==> config.mk <==
export PLATFORM = sky130hd
export DESIGN_NAME = pwm_capture
export DESIGN_NICKNAME = d
export VERILOG_FILES = /design/src/rtl/pwm_capture.sv
export SDC_FILE = /design/constraint.sdc
export NUM_CORES = 1
export LEC_CHECK = 0
export ABC_AREA = 1
export CAP_MARGIN = 10
export CORE_MARGIN = 4
export CORE_UTILIZATION = 50
export DETAILED_ROUTE_END_ITERATION = 16
export PLACE_DENSITY = 0.69
export SLEW_MARGIN = 20
export SYNTH_ARGS = -nofsm -noshare
export SYNTH_HDL_FRONTEND = slang
export SYNTH_SLANG_ARGS = --single-unit
==> constraint.sdc <==
create_clock -name clk -period 4.6 [get_ports clk]
set_input_delay 0.46 -clock clk [delete_from_list [all_inputs] [get_ports clk]]
set_output_delay 0.46 -clock clk [all_outputs]
set_load 0.01 [all_outputs]
==> src/rtl/pwm_capture.sv <==
// PWM capture: measures high time and period of an asynchronous PWM input in clk cycles
// and converts them to a normalised duty word with a WIDTH-cycle restoring divider.
module pwm_capture #(
    parameter int WIDTH     = 8,
    parameter int CNT_WIDTH = 16
) (
    input  logic                 clk,
    input  logic                 reset,
    input  logic                 pwm_in,
    output logic [WIDTH-1:0]     duty,
    output logic [CNT_WIDTH-1:0] high_cnt,
    output logic [CNT_WIDTH-1:0] period_cnt,
    output logic                 valid,
    output logic                 stuck,
    output logic                 stuck_level
);

    localparam int STEP_W = $clog2(WIDTH + 1);
    localparam logic [CNT_WIDTH-1:0] CNT_MAX = '1;

    typedef enum logic [1:0] {IDLE, MEASURE, STUCK} state_t;

    state_t               state, next_state;
    logic                 sync_meta, sync, hist, rise;
    logic                 clr_cnt, latch_period, enter_stuck, start_div, div_done, div_ge;
    logic [CNT_WIDTH-1:0] cnt, hcnt;
    logic                 div_busy;
    logic [STEP_W-1:0]    div_step;
    logic [CNT_WIDTH-1:0] div_rem, div_period, div_high;
    logic [WIDTH-1:0]     div_quo;
    logic [CNT_WIDTH:0]   rem_shift, rem_sub;

    // Front end resets high so a line already high at reset release is not taken as an edge.
    always_ff @(posedge clk or posedge reset) begin
        if (reset) begin
            sync_meta <= 1'b1;
            sync      <= 1'b1;
            hist      <= 1'b1;
        end else begin
            sync_meta <= pwm_in;
            sync      <= sync_meta;
            hist      <= sync;
        end
    end

    assign rise = sync & ~hist;

    always_ff @(posedge clk or posedge reset) begin
        if (reset) state <= IDLE;
        else       state <= next_state;
    end

    // NOTE: every always_comb output gets a default first so no path can infer a latch.
    always_comb begin
        next_state   = state;
        clr_cnt      = 1'b0;
        latch_period = 1'b0;
        enter_stuck  = 1'b0;
        case (state)
            IDLE: begin
                if (rise) begin
                    clr_cnt    = 1'b1;
                    next_state = MEASURE;
                end
            end
            MEASURE: begin
                if (rise) begin
                    latch_period = 1'b1;
                    clr_cnt      = 1'b1;
                end else if (cnt == CNT_MAX) begin
                    enter_stuck = 1'b1;
                    next_state  = STUCK;
                end
            end
            STUCK: begin
                if (rise) begin
                    clr_cnt    = 1'b1;
                    next_state = MEASURE;
                end
            end
            default: next_state = IDLE;
        endcase
    end

    // The rise cycle itself is high, so the high-time counter restarts at 1.
    always_ff @(posedge clk or posedge reset) begin
        if (reset) begin
            cnt  <= '0;
            hcnt <= '0;
        end else if (clr_cnt) begin
            cnt  <= '0;
            hcnt <= CNT_WIDTH'(1);
        end else if (state == MEASURE) begin
            cnt <= cnt + CNT_WIDTH'(1);
            if (sync) hcnt <= hcnt + CNT_WIDTH'(1);
        end else begin
            cnt  <= '0;
            hcnt <= '0;
        end
    end

    assign start_div = latch_period & ~div_busy;
    assign div_done  = div_busy && (div_step == STEP_W'(WIDTH));
    assign rem_shift = {div_rem, 1'b0};
    assign rem_sub   = rem_shift - {1'b0, div_period};
    assign div_ge    = rem_shift >= {1'b0, div_period};

    // high < period, so the remainder starts at high and only the low WIDTH quotient bits exist.
    always_ff @(posedge clk or posedge reset) begin
        if (reset) begin
            div_busy   <= 1'b0;
            div_step   <= '0;
            div_rem    <= '0;
            div_period <= '0;
            div_high   <= '0;
            div_quo    <= '0;
        end else if (start_div) begin
            div_busy   <= 1'b1;
            div_step   <= '0;
            div_rem    <= hcnt;
            div_period <= cnt + CNT_WIDTH'(1);
            div_high   <= hcnt;
            div_quo    <= '0;
        end else if (div_done) begin
            div_busy <= 1'b0;
        end else if (div_busy) begin
            div_step <= div_step + STEP_W'(1);
            div_quo  <= {div_quo[WIDTH-2:0], div_ge};
            div_rem  <= div_ge ? rem_sub[CNT_WIDTH-1:0] : rem_shift[CNT_WIDTH-1:0];
        end
    end

    always_ff @(posedge clk or posedge reset) begin
        if (reset) begin
            duty        <= '0;
            high_cnt    <= '0;
            period_cnt  <= '0;
            valid       <= 1'b0;
            stuck       <= 1'b0;
            stuck_level <= 1'b0;
        end else begin
            valid <= 1'b0;
            if (div_done) begin
                duty       <= div_quo;
                high_cnt   <= div_high;
                period_cnt <= div_period;
                valid      <= 1'b1;
            end
            if (enter_stuck) begin
                stuck       <= 1'b1;
                stuck_level <= sync;
                duty        <= {WIDTH{sync}};
                valid       <= 1'b1;
            end else if (state == STUCK) begin
                if (rise) begin
                    stuck <= 1'b0;
                end else begin
                    stuck_level <= sync;
                    duty        <= {WIDTH{sync}};
                end
            end
        end
    end

endmodule

==> metrics.md <==
| Metric | Value |
|---|---|
| Worst Skew | `0.008641 ns` |
| CP max FO | `40` |
| Critical Path Source | `sync$_DFF_PP1_` |
| Mean Syn Cell Area | `7.889 um2` |
| Antenna Cells | `0` |
| Largest net degree at the start of global routing | `87` |
| Vias in the first global route | `~5.7k` |
| First-pass GRT wire length | `~28000 um` |
| Multi-input combinational cell area | `about 3000 um2` |
| # port buffers | `45` |
| PD cells | `around 630 nW/um2` |
| Clk root buf | `clkbuf_16` |
| Number of vias per cell | `5.088` |
| Beginning of the worst hold path | `sync_meta$_DFF_PP1_` |
| DPL Wire Length | `12160 um` |
| DR DRC count | `0` |
| Commonest non-fill, non-tap cell in the layout | `nand2_1` |
| Most frequent cells in the layout | `nand2_1 (264), inv_1 (143), dfrtp_1 (138)` |
| Antenna Nets Post-Route | `0` |
| Crit. End Element | `flip-flop` |
| Finished Cell Area | `~8500 um2` |
| Clock-pin slew on the worst setup and hold paths | `approximately 0.06 ns` |
| Post-route clock period utilization | `0.5228` |
| DRT iter0 DRCs | `498` |
| CP Data Arrival Time | `roughly 2.7 ns` |
| RSZ-0062 raised after global routing | `false` |
| Finished Layout Cells | `1154` |
| Final wirelength | `16680 um` |
| Fin crit period | `2.405 ns` |
| Overall Power | `5397 uW` |
| Slew headroom | `0.3943` |
| Critical path class | `flip-flop to flip-flop` |
| Clock Sinks | `141` |
| Critical Path Start Type | `flip-flop` |
| Overall die area | `about 17000 um2` |
| Status | `finished, final reports clean` |
| Placement Rows | `43` |
| FFs w/ async S/R, synth | `1.000` |
| DP Area | `approximately 7800 um2` |
| Worst-Margin Slew | `between 0.9 and 1 ns` |
| Sequential element share of the synthesized area | `0.4866` |
| Setup violations, final | `0` |
| Synth warn | `0` |
| GR Util All Layers | `0.2151` |
| Initial DRT Pass Iterations | `5` |
| Final Util | `0.6056` |
| Pins Over Slew Limit | `0` |
| Fill cells | `1262` |
| Die W | `128.5 um` |
| Cts repair resizes | `0` |
| Post-synth top flop | `dfrtp_1` |
| Avg WL per Cell | `14.46 um` |
| Count of cell types in the netlist | `43` |
| Yosys reg bits | `around 140` |
| Min-Delay Path Class | `flip-flop to flip-flop` |
| Number of max-cap violations | `0` |
| Layout Nets | `roughly 990` |
| CTS hold repair buffers | `0` |
| Core area | `about 14000 um2` |
| DIE HEIGHT | `128.5 um` |
| Clock buffer depth | `2` |
| Placed insts | `1122` |
| Starting Density | `0.5169` |
| Peak VDD IR | `just under 0.3 mV` |
| Register area | `~3500 um2` |
| Worst EP required | `approximately 4.9 ns` |
| Synth Cell Area | `7258 um2` |
| EDFF count, synth | `0` |
| Boundary Pins | `46` |
| Pleak | `0.004260 uW` |
| Final TNS setup | `0 ns` |
| Setup bufs post-CTS | `0` |
| Worst skew pair latency | `between 0.4 and 0.5 ns` |
| Layout cells sized above 1 | `0.07598` |
| Via count | `5871` |
| H-tree Lvls | `4` |
| FMAX | `415.8 MHz` |
| CTS tree | `yes` |
| Fin. Hold Viols | `0` |
| Total global routing overflow | `0` |
| Cells after Synth | `920` |
| Reg-to-Reg Start | `sync$_DFF_PP1_` |
| Initial antenna violation count | `0` |
| Syn_nets | `about 940` |
| GP Congestion | `0.8935` |
| Area Growth Syn to Fin | `17.17%` |
| Num CTS Buffers | `17` |
cell usage after synthesis (2+ instances only):
library cell,n,share of area
nor2_4,5,0.0078
inv_2,8,0.0041
ha_1,20,0.034
o211ai_1,2,0.0021
o21ai_1,2,0.0014
nor4_2,2,0.0034
nand2_4,4,0.0062
nand2_1,264,0.14
nand3_1,61,0.042
buf_2,12,0.0083
a211oi_1,2,0.0021
o21ai_0,95,0.066
nor3_1,9,0.0062
nor2_2,4,0.0034
a31oi_1,3,0.0026
inv_1,144,0.074
xor2_1,12,0.014
dfstp_2,3,0.011
a21oi_1,13,0.0090
nor2_1,49,0.025
nand4_1,11,0.0095
nand3_2,3,0.0041
xnor2_1,5,0.0060
dfrtp_1,138,0.48
o21bai_1,4,0.0041
clkbuf_1,14,0.0072
o22ai_1,9,0.0078
nand2_2,7,0.0060
state kept, by name, indices dropped and copies added, names as in the netlist, 8 cells and up:
signal	cells
period_cnt	16
cnt	16
div_high	16
high_cnt	16
hcnt	16
duty	8
div_rem	16
div_period	16
div_quo	8
cells by family after synthesis:
logic type      count (synthesis)  synth area share
buf+inv                       181           0.09740
fa+ha+maj                      21           0.03724
flops                         141            0.4866
simple gates                  426            0.2587
xor+xnor                       17           0.02051
compound gates                134           0.09947
report_power, final:
part           switching [uW]  internal [uW]
Clock                     519           1010
Combinational            1400            794
Sequential                170           1510
worst max-delay path, stage by stage, from the launching register on:
cell and delay, ns:
dfstp_2 0.57, inv_2 0.06, nor2_1 0.12, nand2_1 0.10, nor2_2 0.08, buf_4 0.34
inv_2 0.29, nand2_2 0.42, o21ai_0 0.13, o21bai_1 0.16
layout make-up:
| cell class | count | share of cell area |
|---|---|---|
| clock inverter | 10 | 0.02177 |
| timing repair buffer | 49 | 0.05650 |
| inverter | 154 | 0.06915 |
| clock buffer | 22 | 0.05576 |
| sequential | 141 | 0.4153 |
| multi-input combinational | 598 | 0.3550 |
| tap | 180 | 0.02648 |
through the flow:
stage               hold slack [ns]  setup WS, ns
floorplan                    0.3452        0.3637
global placement             0.3453         2.280
detailed placement           0.3489         2.197
CTS                          0.3570         2.191
global route                 0.3612         1.969
finish                       0.3550         2.195
layer usage:
layer / global-route usage / routed length, um / vias to the layer above
met3: 0.04898 / 900 / 26
met1: 0.3129 / 8152 / 2717
met5: 0 / 0 / -
met2: 0.3187 / 7314 / 144
met4: 0.07241 / 317 / 0
li1: - / - / 2984
worst paths after layout:
check	to	cells after the start	slack, ns
max	div_rem[0]$_DFFE_PP0P_	9	2.19
min	sync$_DFF_PP1_	0	0.36
max reg2reg	div_rem[0]$_DFFE_PP0P_	9	2.19
min reg2reg	sync$_DFF_PP1_	0	0.36
max in group asynchronous	period_cnt[14]$_DFFE_PP0P_	3	3.14
min in group asynchronous	duty[2]$_DFF_PP0_	2	0.53
Note: power is estimated with default switching activity, not from simulation.
